===== src/rtl/uart_core.sv =====
// rtl/uart_core.sv - UART block: 16x baud tick generator, 8N1 receiver and 8N1 transmitter
module uart_core #(
    parameter int DIV16 = 651
) (
    input  logic       clk,
    input  logic       reset,
    input  logic       uart_rxd,
    output logic       uart_txd,
    input  logic       rx_en,
    output logic [7:0] rx_data,
    output logic       rx_status,
    input  logic       tx_en,
    input  logic [7:0] txdata,
    input  logic       txstop,
    output logic       tx_status
);

    localparam int BW       = (DIV16 > 1) ? $clog2(DIV16) : 1;
    localparam int BIT_CLKS = 16 * DIV16;
    localparam int TW       = $clog2(BIT_CLKS);

    localparam logic [2:0] RX_IDLE  = 3'd0;
    localparam logic [2:0] RX_START = 3'd1;
    localparam logic [2:0] RX_DATA  = 3'd2;
    localparam logic [2:0] RX_STOP  = 3'd3;
    localparam logic [2:0] RX_WAIT  = 3'd4;

    localparam logic [1:0] TX_IDLE  = 2'd0;
    localparam logic [1:0] TX_START = 2'd1;
    localparam logic [1:0] TX_DATA  = 2'd2;
    localparam logic [1:0] TX_STOP  = 2'd3;

    logic [BW-1:0] baud_cnt;
    logic          tick16;
    logic          rxd_meta;
    logic          rxd_sync;
    logic [2:0]    rx_state;
    logic [3:0]    rx_tcnt;
    logic [2:0]    rx_bcnt;
    logic [7:0]    rx_shift;
    logic [1:0]    tx_state;
    logic [TW-1:0] tx_cnt;
    logic [2:0]    tx_bcnt;
    logic [7:0]    tx_shift;

    assign tick16 = (baud_cnt == BW'(DIV16 - 1));

    always_ff @(posedge clk or negedge reset) begin
        if (!reset) begin
            baud_cnt <= '0;
        end else if (tick16) begin
            baud_cnt <= '0;
        end else begin
            baud_cnt <= baud_cnt + BW'(1);
        end
    end

    // Synchroniser resets to the idle line level so reset release never looks like a start bit.
    always_ff @(posedge clk or negedge reset) begin
        if (!reset) begin
            rxd_meta <= 1'b1;
            rxd_sync <= 1'b1;
        end else begin
            rxd_meta <= uart_rxd;
            rxd_sync <= rxd_meta;
        end
    end

    always_ff @(posedge clk or negedge reset) begin
        if (!reset) begin
            rx_state  <= RX_IDLE;
            rx_tcnt   <= '0;
            rx_bcnt   <= '0;
            rx_shift  <= '0;
            rx_data   <= '0;
            rx_status <= 1'b0;
        end else begin
            rx_status <= 1'b0;
            if (!rx_en) begin
                rx_state <= RX_IDLE;
            end else if (tick16) begin
                case (rx_state)
                    RX_IDLE: begin
                        if (!rxd_sync) begin
                            rx_state <= RX_START;
                            rx_tcnt  <= '0;
                        end
                    end
                    RX_START: begin
                        // Eight ticks after the falling edge lands mid start bit.
                        if (rx_tcnt == 4'd7) begin
                            rx_tcnt <= '0;
                            rx_bcnt <= '0;
                            rx_state <= rxd_sync ? RX_IDLE : RX_DATA;
                        end else begin
                            rx_tcnt <= rx_tcnt + 4'd1;
                        end
                    end
                    RX_DATA: begin
                        rx_tcnt <= rx_tcnt + 4'd1;
                        if (rx_tcnt == 4'd15) begin
                            rx_shift <= {rxd_sync, rx_shift[7:1]};
                            rx_bcnt  <= rx_bcnt + 3'd1;
                            if (rx_bcnt == 3'd7) begin
                                rx_state <= RX_STOP;
                            end
                        end
                    end
                    RX_STOP: begin
                        rx_tcnt <= rx_tcnt + 4'd1;
                        if (rx_tcnt == 4'd15) begin
                            if (rxd_sync) begin
                                rx_data   <= rx_shift;
                                rx_status <= 1'b1;
                                rx_state  <= RX_IDLE;
                            end else begin
                                rx_state <= RX_WAIT;
                            end
                        end
                    end
                    RX_WAIT: begin
                        if (rxd_sync) begin
                            rx_state <= RX_IDLE;
                        end
                    end
                    default: rx_state <= RX_IDLE;
                endcase
            end
        end
    end

    assign tx_status = (tx_state == TX_IDLE);

    always_ff @(posedge clk or negedge reset) begin
        if (!reset) begin
            tx_state <= TX_IDLE;
            tx_cnt   <= '0;
            tx_bcnt  <= '0;
            tx_shift <= '0;
            uart_txd <= 1'b1;
        end else if (tx_state == TX_IDLE) begin
            uart_txd <= 1'b1;
            if (tx_en && !txstop) begin
                tx_shift <= txdata;
                tx_state <= TX_START;
                tx_cnt   <= '0;
                uart_txd <= 1'b0;
            end
        end else if (tx_cnt == TW'(BIT_CLKS - 1)) begin
            tx_cnt <= '0;
            case (tx_state)
                TX_START: begin
                    tx_state <= TX_DATA;
                    tx_bcnt  <= '0;
                    uart_txd <= tx_shift[0];
                    tx_shift <= tx_shift >> 1;
                end
                TX_DATA: begin
                    tx_bcnt <= tx_bcnt + 3'd1;
                    if (tx_bcnt == 3'd7) begin
                        tx_state <= TX_STOP;
                        uart_txd <= 1'b1;
                    end else begin
                        uart_txd <= tx_shift[0];
                        tx_shift <= tx_shift >> 1;
                    end
                end
                default: tx_state <= TX_IDLE;
            endcase
        end else begin
            tx_cnt <= tx_cnt + TW'(1);
        end
    end

endmodule


===== config.mk =====
export PLATFORM = sky130hd
export DESIGN_NAME = uart_core
export DESIGN_NICKNAME = d
export VERILOG_FILES = /design/src/rtl/uart_core.sv
export SDC_FILE = /design/constraint.sdc
export NUM_CORES = 1
export LEC_CHECK = 0
export ABC_CLOCK_PERIOD_IN_PS = 2700
export CAP_MARGIN = 10
export CORE_MARGIN = 2
export CORE_UTILIZATION = 58
export CTS_CLUSTER_SIZE = 10
export DETAILED_ROUTE_END_ITERATION = 10
export GPL_TIMING_DRIVEN = 0
export PLACE_DENSITY = 0.79
export SYNTH_ARGS = -nofsm -noshare
export SYNTH_HDL_FRONTEND = slang
export SYNTH_SLANG_ARGS = --single-unit

===== constraint.sdc =====
create_clock -name clk -period 2.7 [get_ports clk]
set_clock_uncertainty 0.2 [all_clocks]
set_input_delay 0.54 -clock clk [delete_from_list [all_inputs] [get_ports clk]]
set_output_delay 0.54 -clock clk [all_outputs]
set_load 0.005 [all_outputs]

-- After elaboration in Yosys (flattened, before gate mapping)
Index checks and enable logic that the tools add are counted.
Widths: inputs -> output; s select.
- bitwise logic cells: 1
- reduce and logical (&&, ||, !) cells: 19
- multiplexer cells: 42
- equality and inequality tests: 25
- $add $sub $neg: 5
- operators with widths (kind ; count):
    $mux 14 ; 3
    $mux 3 ; 11
    $mux 8 ; 4
    $ne 3x3->1 const B ; 8
    $pmux 8 s2 ; 1
    $pmux 3 s5 ; 1
    $add 14x1->14 const B ; 1
    $eq 14x14->1 const B ; 1
    $pmux 3 s2 ; 2
    $pmux 4 s3 ; 1
    $reduce_and 4->1 ; 3
    $add 10x1->10 const B ; 1
    $eq 10x10->1 const B ; 1
    $mux 10 ; 1
    $mux 2 ; 5
    $reduce_and 5->1 ; 2
    $eq 3x3->1 const B ; 3
    $mux 1 ; 9
    $mux 4 ; 2
    $reduce_and 7->1 ; 1
    $add 3x1->3 const B ; 2
    $eq 3x2->1 const B ; 2
    $ne 2x2->1 const B ; 3
    $reduce_and 3->1 ; 2
    other kinds (18) ; 22
- register bits: 67

-- Depth between registers and ports, before layout
Gate-level depths: netlist of run 1.
- word-level depth: 6
- depth in mapped cells: 7

-- Least setup slack after synthesis of run 1
No wires, ideal clock.
- path kind: reg-to-reg
- start point: reg tx_cnt[0]
- end point: reg tx_shift[0]
- arrival time: 1.719 ns
- path slack: 0.656 ns
- data required time: 2.375 ns
- stages on the path, launching flop included: 7
- period minus slack after synthesis: 2.044 ns
- cells stage by stage: dfrtp_1 ha_1 and4_1 buf_2 a41o_2 nand3_2 mux2_2
- longest elaborated chain between the ends: 3
- ends and longest elaborated chain (item ; RTL line ; RTL):
    start, declared ; 42 ; logic [TW-1:0] tx_cnt;
    start signal, assigned ; 171 ; tx_cnt <= tx_cnt + TW'(1);
    $eq 14x14->1 ; 149 ; end else if (tx_cnt == TW'(BIT_CLKS - 1)) begin
    $reduce_bool 2->1 (no line) ; n/a ;
    $reduce_and 4->1 (no line) ; n/a ;
    end signal, assigned ; 144 ; tx_shift <= txdata;
    end signal, assigned ; 156 ; tx_shift <= tx_shift >> 1;
    end signal, assigned ; 165 ; tx_shift <= tx_shift >> 1;
    end, declared ; 44 ; logic [7:0] tx_shift;
Every way passes these cells.
A chain may end at the register's enable or synchronous reset.

-- Worst setup path in the final report of run 1
- start point: reg tx_state[0]
- end point: out tx_status
- longest elaborated chain between the ends: 1
- ends and longest elaborated chain (item ; RTL line ; RTL):
    start, declared ; 41 ; logic [1:0] tx_state;
    start signal, assigned ; 136 ; tx_state <= TX_IDLE;
    start signal, assigned ; 145 ; tx_state <= TX_START;
    start signal, assigned ; 153 ; tx_state <= TX_DATA;
    $logic_not 2->1 ; 132 ; assign tx_status = (tx_state == TX_IDLE);
    end, declared ; 15 ; output logic tx_status
Every way passes these cells.

==> results.py, run 1 <==
metrics = {
    "worst_setup_path": {
        "path_class": "reg2out",
        "cp_max_fo": 5,
        "crit_arrival_ns": 1.64,
        "end_kind": "output port",
        "start_kind": "register",
        "cp.required_ns": 1.96,
        "reg2reg_from": "tx_state[0]$_DFFE_PN0P_",
        "startpoint": "tx_state[0]$_DFFE_PN0P_",
    },
    "sta": {
        "period_share_pct": 88.1,
        "hold_viol_final": 0,
        "maxSlewViolCount": 0,
        "slew-limit-headroom_pct": 45.7,
        "worst_slew_pin_slew_ns": 0.814,
        "period_needed_ns": 2.38,
        "clock.fmax_ghz": 0.421,
        "setup_viol": 0,
        "rsz0062_at_grt": "false",
    },
    "layout": {
        "diodes": 0,
        "n_fill_cell": 451,
        "finish.net_count": 377,
        "drive_gt1_share_pct": 17.4,
        "post-route-util_pct": 68.9,
        "syn_to_final_growth_pct": 16.2,
    },
    "power_and_ir_drop": {
        "internal-power_mw": 1.59,
        "p_per_area_mw_per_mm2": 501,
        "power_frac_seq_pct": 50.2,
        "peakVddDrop_mv": 0.380,
        "netSwitchingFraction_pct": 20.5,
        "combPwrFrac_pct": 2.2,
        "power_mw": 2.01,
        "p_switching_mw": 0.412,
        "power_leakage_nw": 1.85,
        "clockPowerShare_pct": 47.6,
    },
    "place": {
        "place.port_buffers": 24,
        "post-dp-hpwl_mm": 4.30,
        "place_congestion": 0.821,
    },
    "floorplan": {
        "row_count": 28,
        "die_area_mm2": 0.00658,
        "start_util_pct": 59.3,
        "pin_count": 25,
        "fp.dieW_um": 81.1,
        "dieHeight_um": 81.1,
        "core_mm2": 0.00582,
    },
    "clocking": {
        "cts_buffer_depth": 2,
        "ctsResizeCount": 0,
        "htreeDepth": 3,
        "cts.sinks": 67,
        "cts_setup_buffers": 0,
        "cts_buffers": 9,
        "cts_root_buf": "clkbuf_8",
        "clock_latency_ns": 0.35,
        "cts_hold_buf": 0,
        "cts_tree": "built",
        "clk_pin_slew_worst_paths_ns": 0.08,
    },
    "logic_synthesis": {
        "synth.distinct_cells": 59,
        "ys_ff_latch": 67,
        "synth_edf_count": 0,
        "yosys_warnings": 0,
        "synth_ff_type": "dfrtp_1",
        "synthesis.area_per_instance_um2": 10.9,
        "synth_area_mm2": 0.00345,
        "synthCells": 317,
        "postSynth.asyncResetShare_pct": 100,
        "synth_nets": 342,
        "synth_seq_area_share_pct": 48.7,
    },
    "grt": {
        "grt_pass1_vias": 2513,
        "overflow": 0,
        "grt_start_max_net_pins": 68,
        "grt_pass1_wl_mm": 11.3,
        "grt.total_usage_pct": 22.2,
        "antenna_found_initial": 0,
    },
    "detailed_routing": {
        "drtAntennaViolNets": 0,
        "dr.pass1.iters": 4,
        "wl_per_cell_um": 15.0,
        "post-route-drc-count": 0,
        "vias": 2510,
        "wirelength_mm": 6.47,
        "viasPerCell": 5.81,
        "drt-initial-drc-count": 179,
    },
    "run_status": {
        "outcome": "complete, no violations",
    },
    "min_path": {
        "hold_class": "in2async",
    },
    "job": {
        "maxCapViolCount": 0,
    },
}
==> per-stage QoR <==
stage	cell area, um2	hold WS (ns)	std cells	setup WS (ns)	setup TNS (ns)
finish	4010	0.0902	432	0.322	0
global route	4010	0.160	432	0.205	0
CTS	4010	0.118	432	0.317	0
detailed placement	3780	0.147	416	0.0873	0
global placement	3780	0.146	416	-1.30	-84.68
floorplan	3450	0.0444	317	0.656	0
==> final cells by class <==
type,count,area [um2],share of cell area [%]
plain buffers,12,55.1,1.37
clock buffers,12,155,3.87
clock inverters,4,72.6,1.81
inverters,17,63.8,1.59
multi-input cells,221,1650,41.1
flip-flops and latches,67,1680,41.9
well taps,75,93.8,2.34
repair buffers,24,238,5.93
==> metal layers <==
metal | global-route usage [%] | routed length [um] | vias up
li1 | - | - | 1215
met2 | 36.1 | 3120 | 65
met5 | 0 | 0 | -
met3 | 4.00 | 243 | 10
met4 | 10.0 | 107 | 0
met1 | 28.9 | 3000 | 1220
==> cell usage after synthesis, drive strengths merged (4+ instances only) <==
cell type  count  area (um2)
a21oi         10        50.1
a31oi          8        50.1
and4           6        52.6
buf            4        25.0
clkbuf         8        30.0
dfrtp         64        1600
ha            11         138
inv           17        63.8
mux2          31         379
mux2i          6        60.1
nand2         27         101
nand3         14        87.6
nand4         10        77.6
nor2          19        71.3
nor3b          4        35.0
o21ai         22         110
or3            4        25.0
xnor2          6        52.6
==> worst max-delay path, stage by stage (launching register included) <==
cell and delay, ns:
dfrtp_1 0.41, inv_1 0.09, ha_1 0.25, clkdlybuf4s50_1 0.54
==> registers in the layout, summed over array words and instances (netlist names) <==
register / count
rxd_meta: 1
uart_txd: 1
baud_cnt: 10
rx_state: 3
tx_state: 2
rx_bcnt: 3
tx_bcnt: 3
tx_shift: 8
rx_tcnt: 4
rx_status: 1
rxd_sync: 1
rx_shift: 8
tx_cnt: 14
rx_data: 8
==> logic make-up after synthesis <==
group,Yosys count,share of synthesized area (%)
XOR/XNOR,9,2.29
AO/OA/AOI/OAI,57,10.3
buffers and inverters,29,3.45
AND/OR/NAND/NOR,107,18.4
adder cells (fa/ha/maj),11,3.99
multiplexers,37,12.7
flip-flops,67,48.7
==> cell usage in the layout, fill, tap and decap left out, drive strengths merged, types with 11 or more instances in the layout <==
cell type / instances
nand2: 27
nor2: 19
mux2: 31
clkdlybuf4s50: 23
ha: 11
clkbuf: 20
dfrtp: 64
nand3: 14
o21ai: 22
inv: 17
==> worst paths after layout <==
path                                                 to  slack (ns)  cells after the start
worst max-delay path                          tx_status        0.32                      3
worst min-delay path             tx_cnt[13]$_DFFE_PN0N_        0.09                      1
worst max register to register    tx_cnt[4]$_DFFE_PN0N_        0.37                      7
worst min register to register       rxd_sync$_DFF_PN1_        0.16                      0
max in group asynchronous       rx_shift[5]$_DFFE_PN0P_        1.68                      1
min in group clk                     rxd_sync$_DFF_PN1_        0.16                      0
==> power groups by stage <==
stage	Sequential (mW)	Combinational, mW	Clock, mW
after floorplan	1.03	0.00487	0
after global placement	1.03	0.0450	0
after detailed placement	1.03	0.0452	0
after CTS	1.01	0.0453	0.965
after global routing	1.01	0.0500	1.01
final	1.01	0.0434	0.955
No activity file was read; power rests on OpenSTA's default activity.
==> inputs of run 2 (changes only) <==
--- a/config.mk
+++ b/config.mk
@@ -8,11 +8,11 @@
 export ABC_CLOCK_PERIOD_IN_PS = 2700
 export CAP_MARGIN = 10
 export CORE_MARGIN = 2
-export CORE_UTILIZATION = 58
+export CORE_UTILIZATION = 28
 export CTS_CLUSTER_SIZE = 10
 export DETAILED_ROUTE_END_ITERATION = 10
 export GPL_TIMING_DRIVEN = 0
-export PLACE_DENSITY = 0.79
+export PLACE_DENSITY_LB_ADDON = 0.1
 export SYNTH_ARGS = -nofsm -noshare
 export SYNTH_HDL_FRONTEND = slang
 export SYNTH_SLANG_ARGS = --single-unit
==> run 2 against run 1 <==
  * Final cell count up 17%
  * Sequential power is essentially flat
  * Sequential share of layout area is 2.6 points lower
  * Die area up 100%
==> results.py, run 2 (synthesis results as in run 1) <==
metrics = {
    "layout": {
        "largest_reg_flops": 14,
        "drive_gt1_share_pct": 17.8,
        "diodes": 0,
        "final_cell_mix": "dfrtp_1 (64), nand2_1 (27), clkdlybuf4s50_1 (23)",
        "fin_cells": 506,
        "layout_commonest_cell": "dfrtp_1",
        "syn_to_final_growth_pct": 23.9,
        "n_fill_cell": 1201,
        "top_regs": "tx_cnt: 14 flops, baud_cnt: 10 flops",
        "regMostFlops": "tx_cnt",
        "finish.net_count": 379,
    },
    "worst_setup_path": {
        "cp.required_ns": 2.72,
        "cp_max_fo": 10,
        "crit_slowest_cell": "buf_1",
        "crit_chain": "inv_1 > ha_1 > buf_1 > clkbuf_1 > o21ai_0 > mux2_2",
        "startpoint": "tx_state[0]$_DFFE_PN0P_",
        "reg2reg_from": "tx_state[0]$_DFFE_PN0P_",
        "start_kind": "register",
        "end_kind": "register",
        "path_class": "reg2reg",
        "cp_num_buf_inv": 3,
        "cp_top_family": "buffers and inverters",
        "crit_arrival_ns": 2.41,
        "crit_path_max_incr_delay_ns": 0.47,
    },
    "min_path": {
        "min_from": "rxd_meta$_DFF_PN1_",
        "hold_class": "reg2reg",
    },
    "sta": {
        "maxSlewViolCount": 0,
        "rsz0062_at_grt": "false",
        "clock.fmax_ghz": 0.417,
        "hold_viol_final": 0,
        "setup_viol": 0,
        "slew-limit-headroom_pct": 50.9,
        "worst_slew_pin_slew_ns": 0.731,
        "period_needed_ns": 2.40,
        "whs_ns": 0.157,
        "worst_slack_ns": 0.302,
        "period_share_pct": 88.8,
    },
    "floorplan": {
        "start_util_pct": 28.7,
        "die_area_mm2": 0.0132,
        "fp.dieW_um": 115,
        "core_mm2": 0.0120,
        "row_count": 40,
        "dieHeight_um": 115,
        "pin_count": 25,
    },
    "grt": {
        "grt.met3_usage_pct": 3.32,
        "antenna_found_initial": 0,
        "use_met1_pct": 15.0,
        "met2_usage_pct": 18.2,
        "overflow": 0,
        "grt_start_max_net_pins": 45,
        "grt_pass1_wl_mm": 12.0,
        "grt.total_usage_pct": 11.6,
        "top_usage_layer": "met2",
        "grt_pass1_vias": 2421,
    },
    "clocking": {
        "cts_buffer_depth": 2,
        "clock_latency_ns": 0.33,
        "cts_buffers": 9,
        "cts.sinks": 67,
        "clk_pin_slew_worst_paths_ns": 0.06,
        "cts_hold_buf": 1,
        "htreeDepth": 3,
        "cts_setup_buffers": 0,
        "ctsResizeCount": 0,
        "cts_tree": "built",
        "cts_root_buf": "clkbuf_16",
    },
    "place": {
        "pre_cts_slack_ns": -0.0528,
        "dp_cells": 489,
        "place.port_buffers": 24,
        "place_congestion": 0.711,
        "post-dp-hpwl_mm": 4.83,
    },
    "detailed_routing": {
        "wl_per_cell_um": 13.7,
        "dr.pass1.iters": 4,
        "drtAntennaViolNets": 0,
        "drt-initial-drc-count": 102,
        "wirelength_mm": 6.93,
        "viasPerCell": 4.82,
        "post-route-drc-count": 0,
        "vias": 2437,
    },
    "power_and_ir_drop": {
        "power_mw": 2.49,
        "peakVddDrop_mv": 0.365,
        "power_leakage_nw": 1.93,
        "p_per_area_mw_per_mm2": 582,
    },
    "run_status": {
        "outcome": "complete, no violations",
    },
    "job": {
        "maxCapViolCount": 0,
    },
}
-- run 2: cell count changes in the layout (fill, tap and decap cells not counted) --
cell	change
clkbuf_8	-11
buf_16	+1
clkbuf_16	+9
clkbuf_1	-1
bufinv_16	+2
dlygate4sd3_1	+1
clkinvlp_4	+1
-- run 2: routing by layer --
layer | share of wire [%] | vias up
li1 | - | 1222
met1 | 49 | 1181
met2 | 46 | 25
met3 | 2.9 | 9
met4 | 1.8 | 0
met5 | 0 | -
-- run 2: path summary, 6_finish.rpt --
| kind | to | slack, ns | cells after the start |
|---|---|---|---|
| min in group asynchronous | tx_cnt[11]$_DFFE_PN0N_ | 0.45 | 2 |
| max reg2reg | tx_shift[6]$_DFFE_PN0P_ | 0.30 | 6 |
| max in group asynchronous | rxd_sync$_DFF_PN1_ | 1.25 | 3 |
| min | rxd_sync$_DFF_PN1_ | 0.16 | 0 |
| min reg2reg | rxd_sync$_DFF_PN1_ | 0.16 | 0 |
| max | tx_shift[6]$_DFFE_PN0P_ | 0.30 | 6 |
-- run 2: metrics by stage --
step                utilization, %  cell area (um2)  setup TNS [ns]
floorplan                        -             3450               0
global placement              32.2             3870         -107.85
detailed placement            32.4             3900          -0.340
CTS                           35.6             4270               0
global route                  35.6             4270               0
finish                        35.6             4270               0
-- run 2: final cells by class --
| type | count | area [um2] | share of cell area [%] |
|---|---|---|---|
| buffer | 12 | 55.1 | 1.29 |
| timing repair buffer | 26 | 275 | 6.44 |
| tap | 147 | 184 | 4.31 |
| sequential | 67 | 1680 | 39.3 |
| inverter | 17 | 63.8 | 1.49 |
| clock buffer | 9 | 225 | 5.27 |
| clock inverter | 7 | 140 | 3.28 |
| multi-input combinational | 221 | 1650 | 38.6 |
-- run 2: worst register-to-register path, stage by stage, from the launching register on --
cell and delay [ns]:
dfrtp_1 0.41, inv_1 0.10, ha_1 0.27, buf_1 0.47, clkbuf_1 0.40, o21ai_0 0.16, mux2_2 0.27
-- run 2: report_power, final --
group / internal (mW) / switching, mW / total (mW)
clock network: 0.993 / 0.435 / 1.43
registers: 1.01 / 0.00131 / 1.01
logic: 0.0232 / 0.0277 / 0.0509
total: 2.02 / 0.464 / 2.49
